<file path="config.mk">
export PLATFORM = sky130hd
export DESIGN_NAME = bus_uart_flat
export DESIGN_NICKNAME = d
export VERILOG_FILES = /design/src/rtl/bus_uart_if.sv /design/src/rtl/bus_uart.sv /design/src/flat_wrapper.sv
export SDC_FILE = /design/constraint.sdc
export NUM_CORES = 1
export LEC_CHECK = 0
export ABC_AREA = 1
export ABC_CLOCK_PERIOD_IN_PS = 1700
export BUFFER_PORTS_ARGS = -buffer_cell sky130_fd_sc_hd__clkbuf_2
export CORE_MARGIN = 1.5
export CORE_UTILIZATION = 25
export DETAILED_ROUTE_END_ITERATION = 6
export PLACE_DENSITY = 0.5
export SLEW_MARGIN = 10
export SYNTH_ARGS = -nofsm -noshare
export SYNTH_HDL_FRONTEND = slang
export SYNTH_SLANG_ARGS = --single-unit
</file>
<file path="constraint.sdc">
create_clock -name clock -period 1.7 [get_ports clock]
set_input_delay 0.255 -clock clock [delete_from_list [all_inputs] [get_ports clock]]
set_output_delay 0.255 -clock clock [all_outputs]
set_load 0.03 [all_outputs]
</file>
<file path="src/rtl/bus_uart_if.sv">
// Word-addressed CPU bus as seen by the UART slave: one store/read port with byte strobes.
interface bus_uart_if;
  logic [29:0] bus_addr;
  logic [31:0] bus_data_w;
  logic [3:0]  bus_mask_w;
  logic [31:0] bus_data_r;
  logic        sel;

  modport master (output bus_addr, bus_data_w, bus_mask_w, input bus_data_r, sel);
  modport slave  (input bus_addr, bus_data_w, bus_mask_w, output bus_data_r, sel);
endinterface

</file>
<file path="src/rtl/bus_uart.sv">
// Memory-mapped UART: DATA/STATUS register pair, TX FIFO drained by a bit-serial transmitter.
// Optional receiver enabled by defining UART_RX_EN.
module bus_uart #(
  parameter logic [29:0] BASE      = 30'h3FFF_FFFE,
  parameter int          CLK_DIV   = 16,
  parameter int          FIFO_LOG2 = 2
) (
  input  logic      clock,
  input  logic      reset,
`ifdef UART_RX_EN
  input  logic      rx,
`endif
  bus_uart_if.slave bus,
  output logic      tx
);
  localparam int DEPTH = 1 << FIFO_LOG2;
  localparam int PTR_W = FIFO_LOG2 + 1;
  localparam int DIV_W = $clog2(CLK_DIV);

  typedef enum logic [1:0] {IDLE, START, DATA, STOP} tx_state_t;

  logic             wr_data, wr_status;
  logic [5:0]       clr;
  logic             rx_valid, rx_overrun, rx_frame_err;
  logic [7:0]       rx_byte;
  logic             tx_drop, tx_full, tx_idle;
  logic             unused;

  assign bus.sel   = (bus.bus_addr[29:1] == BASE[29:1]);
  assign wr_data   = bus.sel && bus.bus_mask_w[0] && !bus.bus_addr[0];
  assign wr_status = bus.sel && bus.bus_mask_w[0] && bus.bus_addr[0];
  assign clr       = wr_status ? bus.bus_data_w[5:0] : 6'd0;
  assign unused    = ^{bus.bus_data_w[31:8], bus.bus_mask_w[3:1], clr[1:0]};

  always_comb begin
    bus.bus_data_r = 32'd0;
    if (bus.sel)
      bus.bus_data_r = bus.bus_addr[0]
        ? {26'd0, rx_frame_err, tx_drop, rx_overrun, rx_valid, tx_idle, tx_full}
        : {24'd0, rx_byte};
  end

  logic [7:0]       mem [DEPTH];
  logic [PTR_W-1:0] head, tail;
  logic             empty, push, pop;

  // A push into a full FIFO is still taken when the transmitter pops on the same edge.
  assign empty   = (head == tail);
  assign tx_full = (head[FIFO_LOG2] != tail[FIFO_LOG2]) &&
                   (head[FIFO_LOG2-1:0] == tail[FIFO_LOG2-1:0]);
  assign push    = wr_data && (!tx_full || pop);

  always_ff @(posedge clock)
    if (push) mem[tail[FIFO_LOG2-1:0]] <= bus.bus_data_w[7:0];

  always_ff @(posedge clock) begin
    if (reset) begin
      head    <= '0;
      tail    <= '0;
      tx_drop <= 1'b0;
    end else begin
      if (push) tail <= tail + PTR_W'(1);
      if (pop)  head <= head + PTR_W'(1);
      tx_drop <= (wr_data && !push) || (tx_drop && !clr[4]);
    end
  end

  tx_state_t        state, state_nxt;
  logic [DIV_W-1:0] div;
  logic [2:0]       idx;
  logic [7:0]       shifter;
  logic             bit_end;

  assign bit_end = (div == DIV_W'(CLK_DIV - 1));
  assign tx_idle = empty && (state == IDLE);

  always_ff @(posedge clock) begin
    if (reset) state <= IDLE;
    else       state <= state_nxt;
  end

  always_comb begin
    state_nxt = state;
    case (state)
      IDLE:  if (!empty) state_nxt = START;
      START: if (bit_end) state_nxt = DATA;
      DATA:  if (bit_end && idx == 3'd7) state_nxt = STOP;
      STOP:  if (bit_end) state_nxt = empty ? IDLE : START;
      default: state_nxt = IDLE;
    endcase
  end

  always_comb begin
    tx  = 1'b1;
    pop = 1'b0;
    case (state)
      IDLE:  pop = !empty;
      START: tx  = 1'b0;
      DATA:  tx  = shifter[0];
      STOP:  pop = bit_end && !empty;
      default: tx = 1'b1;
    endcase
  end

  always_ff @(posedge clock) begin
    if (reset) begin
      div <= '0;
      idx <= '0;
    end else begin
      if (state == IDLE || bit_end) div <= '0;
      else                          div <= div + 1'b1;
      if (state == DATA && bit_end) idx <= idx + 3'd1;
    end
  end

  always_ff @(posedge clock) begin
    if (pop)                           shifter <= mem[head[FIFO_LOG2-1:0]];
    else if (state == DATA && bit_end) shifter <= {1'b0, shifter[7:1]};
  end

`ifdef UART_RX_EN
  typedef enum logic [1:0] {R_IDLE, R_START, R_DATA, R_STOP} rx_state_t;

  rx_state_t        rx_state, rx_state_nxt;
  logic             rx_s1, rx_s2;
  logic [DIV_W-1:0] rdiv;
  logic [2:0]       ridx;
  logic [7:0]       rshift;
  logic             half_end, rbit_end, sample_bit, stop_ok, stop_bad;

  assign half_end = (rdiv == DIV_W'(CLK_DIV / 2 - 1));
  assign rbit_end = (rdiv == DIV_W'(CLK_DIV - 1));

  always_ff @(posedge clock) begin
    if (reset) rx_state <= R_IDLE;
    else       rx_state <= rx_state_nxt;
  end

  // The start bit is re-checked mid-bit so short glitches fall back to idle.
  always_comb begin
    rx_state_nxt = rx_state;
    case (rx_state)
      R_IDLE:  if (!rx_s2) rx_state_nxt = R_START;
      R_START: if (half_end) rx_state_nxt = rx_s2 ? R_IDLE : R_DATA;
      R_DATA:  if (rbit_end && ridx == 3'd7) rx_state_nxt = R_STOP;
      R_STOP:  if (rbit_end) rx_state_nxt = R_IDLE;
      default: rx_state_nxt = R_IDLE;
    endcase
  end

  always_comb begin
    sample_bit = (rx_state == R_DATA) && rbit_end;
    stop_ok    = (rx_state == R_STOP) && rbit_end && rx_s2;
    stop_bad   = (rx_state == R_STOP) && rbit_end && !rx_s2;
  end

  always_ff @(posedge clock) begin
    if (reset) begin
      rx_s1        <= 1'b1;
      rx_s2        <= 1'b1;
      rdiv         <= '0;
      ridx         <= '0;
      rx_byte      <= 8'd0;
      rx_valid     <= 1'b0;
      rx_overrun   <= 1'b0;
      rx_frame_err <= 1'b0;
    end else begin
      rx_s1 <= rx;
      rx_s2 <= rx_s1;
      if (rx_state == R_IDLE || rx_state != rx_state_nxt || rbit_end) rdiv <= '0;
      else                                                            rdiv <= rdiv + 1'b1;
      if (sample_bit) ridx <= ridx + 3'd1;
      if (stop_ok)    rx_byte <= rshift;
      rx_valid     <= stop_ok || (rx_valid && !clr[2]);
      rx_overrun   <= (stop_ok && rx_valid) || (rx_overrun && !clr[3]);
      rx_frame_err <= stop_bad || (rx_frame_err && !clr[5]);
    end
  end

  always_ff @(posedge clock)
    if (sample_bit) rshift <= {rx_s2, rshift[7:1]};
`else
  logic unused_rx;
  assign rx_valid     = 1'b0;
  assign rx_overrun   = 1'b0;
  assign rx_frame_err = 1'b0;
  assign rx_byte      = 8'd0;
  assign unused_rx    = ^{clr[5], clr[3:2]};
`endif

endmodule

</file>
<file path="src/flat_wrapper.sv">
// flat-port wrapper written by rule: the top's interface ports become plain ports
module bus_uart_flat 
#(
  parameter logic [29:0] BASE      = 30'h3FFF_FFFE,
  parameter int          CLK_DIV   = 16,
  parameter int          FIFO_LOG2 = 2
)
  (clock, reset, tx, bus_bus_addr, bus_bus_data_w, bus_bus_mask_w, bus_bus_data_r, bus_sel);
  bus_uart_if bus_i ();
  input  logic clock;
  input  logic reset;
  output logic tx;
  input wire logic [$bits(bus_i.bus_addr)-1:0] bus_bus_addr;
  input wire logic [$bits(bus_i.bus_data_w)-1:0] bus_bus_data_w;
  input wire logic [$bits(bus_i.bus_mask_w)-1:0] bus_bus_mask_w;
  output wire logic [$bits(bus_i.bus_data_r)-1:0] bus_bus_data_r;
  output wire logic [$bits(bus_i.sel)-1:0] bus_sel;
  assign bus_i.bus_addr = bus_bus_addr;
  assign bus_i.bus_data_w = bus_bus_data_w;
  assign bus_i.bus_mask_w = bus_bus_mask_w;
  assign bus_bus_data_r = bus_i.bus_data_r;
  assign bus_sel = bus_i.sel;
  bus_uart #(.BASE(BASE), .CLK_DIV(CLK_DIV), .FIFO_LOG2(FIFO_LOG2)) u_core (.clock(clock), .reset(reset), .bus(bus_i), .tx(tx));
endmodule
</file>
## After elaboration in Yosys (flattened, before gate mapping)

Memory sizes are Yosys's and may differ from the RTL's. A register that Yosys moved wholly into a read port is not among the register bits.
Cells that the tools add are included.

- Add/sub/neg operators: 4
- Equal/unequal tests: 13
- Mux-type cells: 17
- Reduce and logical (&&, ||, !) cells: 23

Operators with widths:

| kind | count |
|---|---|
| 2-to-1 mux 32 bit | 1 |
| == test 29 bit (second input constant) | 1 |
| 2-to-1 mux 8 bit | 2 |
| 2-to-1 mux 2 bit | 6 |
| logical AND 1 bit | 11 |
| 2-to-1 mux 5 bit | 2 |
| adder 3 x 1 -> 3 bit (second input constant) | 3 |
| one-hot mux 2 bit (4 select lines) | 1 |
| != test 2 x 1 -> 1 bit (second input constant) | 3 |
| zero test 1 bit | 5 |
| adder 4 x 1 -> 4 bit (second input constant) | 1 |
| == test 2 bit (second input constant) | 2 |
| == test 4 bit (second input constant) | 1 |
| one-hot mux 1 bit (2 select lines) | 2 |
| AND reduction 4 bit | 1 |
| == test 3 bit | 1 |
| == test 3 bit (second input constant) | 1 |
| logical OR 1 bit | 3 |
| 2-to-1 mux 1 bit | 3 |
| == test 2 x 1 -> 1 bit (second input constant) | 1 |
| == test 2 bit | 1 |
| zero test 2 bit | 1 |
| != test 2 bit (second input constant) | 1 |
| nonzero test 2 bit | 1 |
| other kinds (2) | 2 |

- Register bits after elaboration: 24
- RAM bits: 32
- Output and inout port bits: 34
- Word-level logic and storage cells: 65
- Memories kept: 1

Memory list:

| memory | words | width | rd ports | clocked after memory_dff | wr ports | line | RTL |
|---|---|---|---|---|---|---|---|
| u_core.mem | 4 | 8 | 1 | 1 | 1 | bus_uart.sv:43 | `logic [7:0] mem [DEPTH];` |

## Depth between registers and ports, before layout

- Depth after elaboration: 9
- Depth in mapped cells: 11
- Gate-level depth less buffers: 11

## Least setup slack after synthesis

OpenSTA, ideal clock, no wires.

- Path type: flip-flop to flip-flop
- From: reg u_core.state[0]
- To: mem u_core.mem[0][0] (enable)
- Arrival: 1,503 ps
- Slack: -174 ps
- Stages on the path, launching flop included: 8
- Buffers on the path: 0
- Period minus slack after synthesis: 1,874 ps
- Path through: dfxtp_1 inv_1 ha_1 nor2_1 nand2_1 nand3_1 nand2_1 nor2_1

- Word-level cells in the longest chain between the ends: 6

Ends and longest elaborated chain:

| what | line | RTL |
|---|---|---|
| start: declaration | bus_uart.sv:68 | `tx_state_t state, state_nxt;` |
| start signal: assignment | bus_uart.sv:79 | `else state <= state_nxt;` |
| == test 2 bit / zero test 2 bit (equally long branches) | bus_uart.sv:96 | `case (state)` |
| one-hot mux 1 bit (2 select lines) (*) | bus_uart.sv:96 |  |
| logical OR 1 bit (*) | bus_uart.sv:51 | `assign push = wr_data && (!tx_full \|\| pop);` |
| logical AND 1 bit (*) | bus_uart.sv:51 |  |
| 2-to-1 mux 1 bit (*) | bus_uart.sv:54 | `if (push) mem[tail[FIFO_LOG2-1:0]] <= bus.bus_data_w[7:0];` |
| 2-to-1 mux 1 bit (not written as such) (*) | bus_uart.sv:54 |  |
| end: declaration | bus_uart.sv:43 |  |

Mark *: on every way between the ends. The rest lies on a longest branch, timed or not.

## Worst setup path after layout

- From: reg u_core.state[1]
- To: out tx

- Word-level cells in the longest chain between the ends: 2

Ends and longest elaborated chain:

| what | line | RTL |
|---|---|---|
| == test 2 bit / == test 2 x 1 -> 1 bit (equally long branches) | bus_uart.sv:96 |  |
| one-hot mux 1 bit (2 select lines) (*) | bus_uart.sv:96 |  |
| end: declaration | flat_wrapper.sv:12 | `output logic tx;` |

Marked as above.

==> summary.md <==
| Metric | Value |
|---|---|
| Leakage | `1.648 nW` |
| Seq/Total Area, Yosys | `0.5365` |
| DRC Markers | `0` |
| CTS max path bufs | `2` |
| Initial antenna violation count | `0` |
| Area after DPL | `3451 um^2` |
| Synth top cells by count | `76 x nor2_1, 40 x edfxtp_1, 39 x nand2_1` |
| Synth area leaders | `edfxtp_1 41%, dfxtp_1 12%, nor2_1 9.8%` |
| Port Buffers | `45` |
| Hold buffer count at CTS | `0` |
| Max Cap Violations | `0` |
| Syn avg cell area | `9.210 um^2` |
| Yosys top cell by area | `edfxtp_1` |
| Period Utilization, post-route | `0.9840` |
| Largest net degree at the start of global routing | `17` |
| Layout area overhead | `36.46%` |
| HP Class | `input pin to flop` |
| Area share of the largest cell type after synthesis | `0.4127` |
| Outcome | `finished, final reports clean` |
| Die area | `12300 um^2` |
| Finished Core Util | `0.3493` |
| CP max stage cell | `dfxtp_2` |
| Detail Placement HPWL | `4129 um` |
| Finish-stage setup viols | `0` |
| Flops & latches, synth | `58` |
| First-pass GRT wire length | `9887 um` |
| Power Dens Cells | `981.0 nW/um^2` |
| CP arrival | `1.42 ns` |
| Final Max Slew Viols | `0` |
| 1st-pass router iterations | `4` |
| Total Wirelength | `5806 um` |
| DR iter-0 viols | `138` |
| Worst vdd ir | `0.0005913 V` |
| Top-count cell post-synth | `nor2_1` |
| Dpl cells | `526` |
| Buf/Inv on CP | `2` |
| Mapped Area | `2910 um^2` |
| Avg WL per Cell | `10.63 um` |
| Antenna cells | `0` |
| IO Pins | `102` |
| Synth Flop Type | `edfxtp_1` |
| Critical Setup Path Class | `flop to primary output` |
| Clock sinks | `58` |
| Num CTS Buffers | `9` |
| Startpoint Class | `flop` |
| Total grt overflow | `0` |
| Max Fanout on Critical Path | `2` |
| Synthesized instance count | `316` |
| Unique cell type count in the Yosys netlist | `27` |
| Vias in the first global route | `2334` |
| Clock latency on the worst-skew pair | `0.32 ns` |
| Post-synth EDFFs | `40` |
| Worst path max stage delay | `0.32 ns` |
| CP top delay family | `simple AND/OR/NAND/NOR gates` |
| Worst Setup End Kind | `primary output` |
| Die Y-Extent | `110.9 um` |
| Final hold vios | `0` |
| Synth warn | `0` |
| Placer's final routability congestion estimate | `0.7676` |
| Via count | `2271` |
| Asr flop ratio synth | `0` |
| FP Rows | `39` |
| Root Driver | `clkbuf_16` |
| Fin nets | `479` |
| Worst-path cell chain | `buf_4 -> ha_1 -> or2_4 -> nand2_4 -> buf_8` |
| CTS tree | `yes` |
| Max Freq | `597.8 MHz` |
| Share of layout cells above drive strength 1 | `0.3449` |
| H-tree levels | `3` |
| Final Skew | `0.005437 ns` |
| Period minus WS final | `1.673 ns` |
| Non-Filler Instances | `546` |
| Worst hold slack | `0.1151 ns` |
| Average vias per placed instance | `4.159` |
| Worst EP required | `1.44 ns` |
| Initial Utilization | `0.2560` |
| GRT Overall Usage | `0.1007` |
| Fin area | `3971 um^2` |
| Clk slew on worst S/H paths | `0.05 ns` |
| RSZ-0062 raised after global routing | `yes` |
| Post-DRT Antenna Nets | `0` |
| Core ar. | `11370 um^2` |
| Die W | `110.9 um` |
## report_power, final
part / switching (mW) / leakage, nW / total [mW] / internal, mW
combinational: 0.348 / 1.03 / 0.582 / 0.234
clock: 0.636 / 0.138 / 1.78 / 1.14
sequential: 0.0120 / 0.481 / 1.54 / 1.52
## cell type report
cell class	instances	area [um^2]
inverters	30	117.6
well taps	143	178.9
fillers	1157	7398
flip-flops and latches	58	1570
repair buffers	78	566.8
clock inverters	7	78.83
clock buffers	9	225.2
multi-input cells	221	1234
## layer usage
metal	GRT usage	up-vias	wire (um)
met2	0.1798	53	3076
met3	0.03062	11	241
met5	0	-	0
met4	0.04701	0	125
li1	-	1134	-
met1	0.1085	1073	2362
## cell families (layout without fill, tap and decap cells)
logic type,Yosys count,in the layout,share of synthesized area
simple gates,131,131,0.1814
buf+inv,65,124,0.1294
flops,58,58,0.5365
compound gates,43,43,0.07782
fa+ha+maj,13,13,0.05589
xor+xnor,5,5,0.01763
other cells,1,29,0.001289
## through the flow
step / power (mW) / setup WS, ns / TNS, ns
6_report: 3.896 / 0.02723 / 0
3_5_place_dp: 2.009 / -0.1220 / -3.544
4_1_cts: 3.834 / 0.001076 / 0
5_1_grt: 4.052 / -0.02003 / -0.1461
2_1_floorplan: 1.887 / -0.07312 / -2.340
3_3_place_gp: 2.000 / -0.08980 / -2.821
## registers in the layout, summed over array words and instances, names as in the netlist, named ones only
name,count
u_core.div,4
u_core.head,3
u_core.idx,3
u_core.mem,32
u_core.shifter,8
u_core.state,2
u_core.tail,3
u_core.tx_drop,1
## final timing paths
kind,start,endpoint,slack [ns],depth (start not counted)
worst min-delay path,reset,u_core.state[0],0.12,2
worst max-delay path,u_core.state[1],tx,0.03,5
worst min register to register,u_core.tx_drop,u_core.tx_drop,0.46,2
worst max register to register,u_core.state[0],u_core.mem[2][6],0.05,8
## placed cells by master, fill, tap and decap left out, types with 2 or more instances in the layout
cell,count
a21oi_1,9
a31oi_1,7
buf_12,5
buf_4,28
buf_6,2
clkbuf_16,9
clkbuf_2,41
clkinv_4,2
clkinvlp_4,3
conb_1,29
dfxtp_1,13
dfxtp_2,4
edfxtp_1,40
ha_1,10
ha_4,2
inv_1,25
inv_2,4
inv_6,2
nand2_1,33
nand2_2,5
nand2_4,3
nand3_1,6
nand3_2,2
nor2_1,63
nor2_2,8
nor2_4,8
o21ai_0,22
o21ai_2,2
xor2_1,2
## timing repair
item,4_1_cts,5_1_grt
setup endpoints to repair,37,57
pin swaps,6,15
resized for setup,20,42
buffers inserted,1,3
Power figures use the tool's default switching activity.
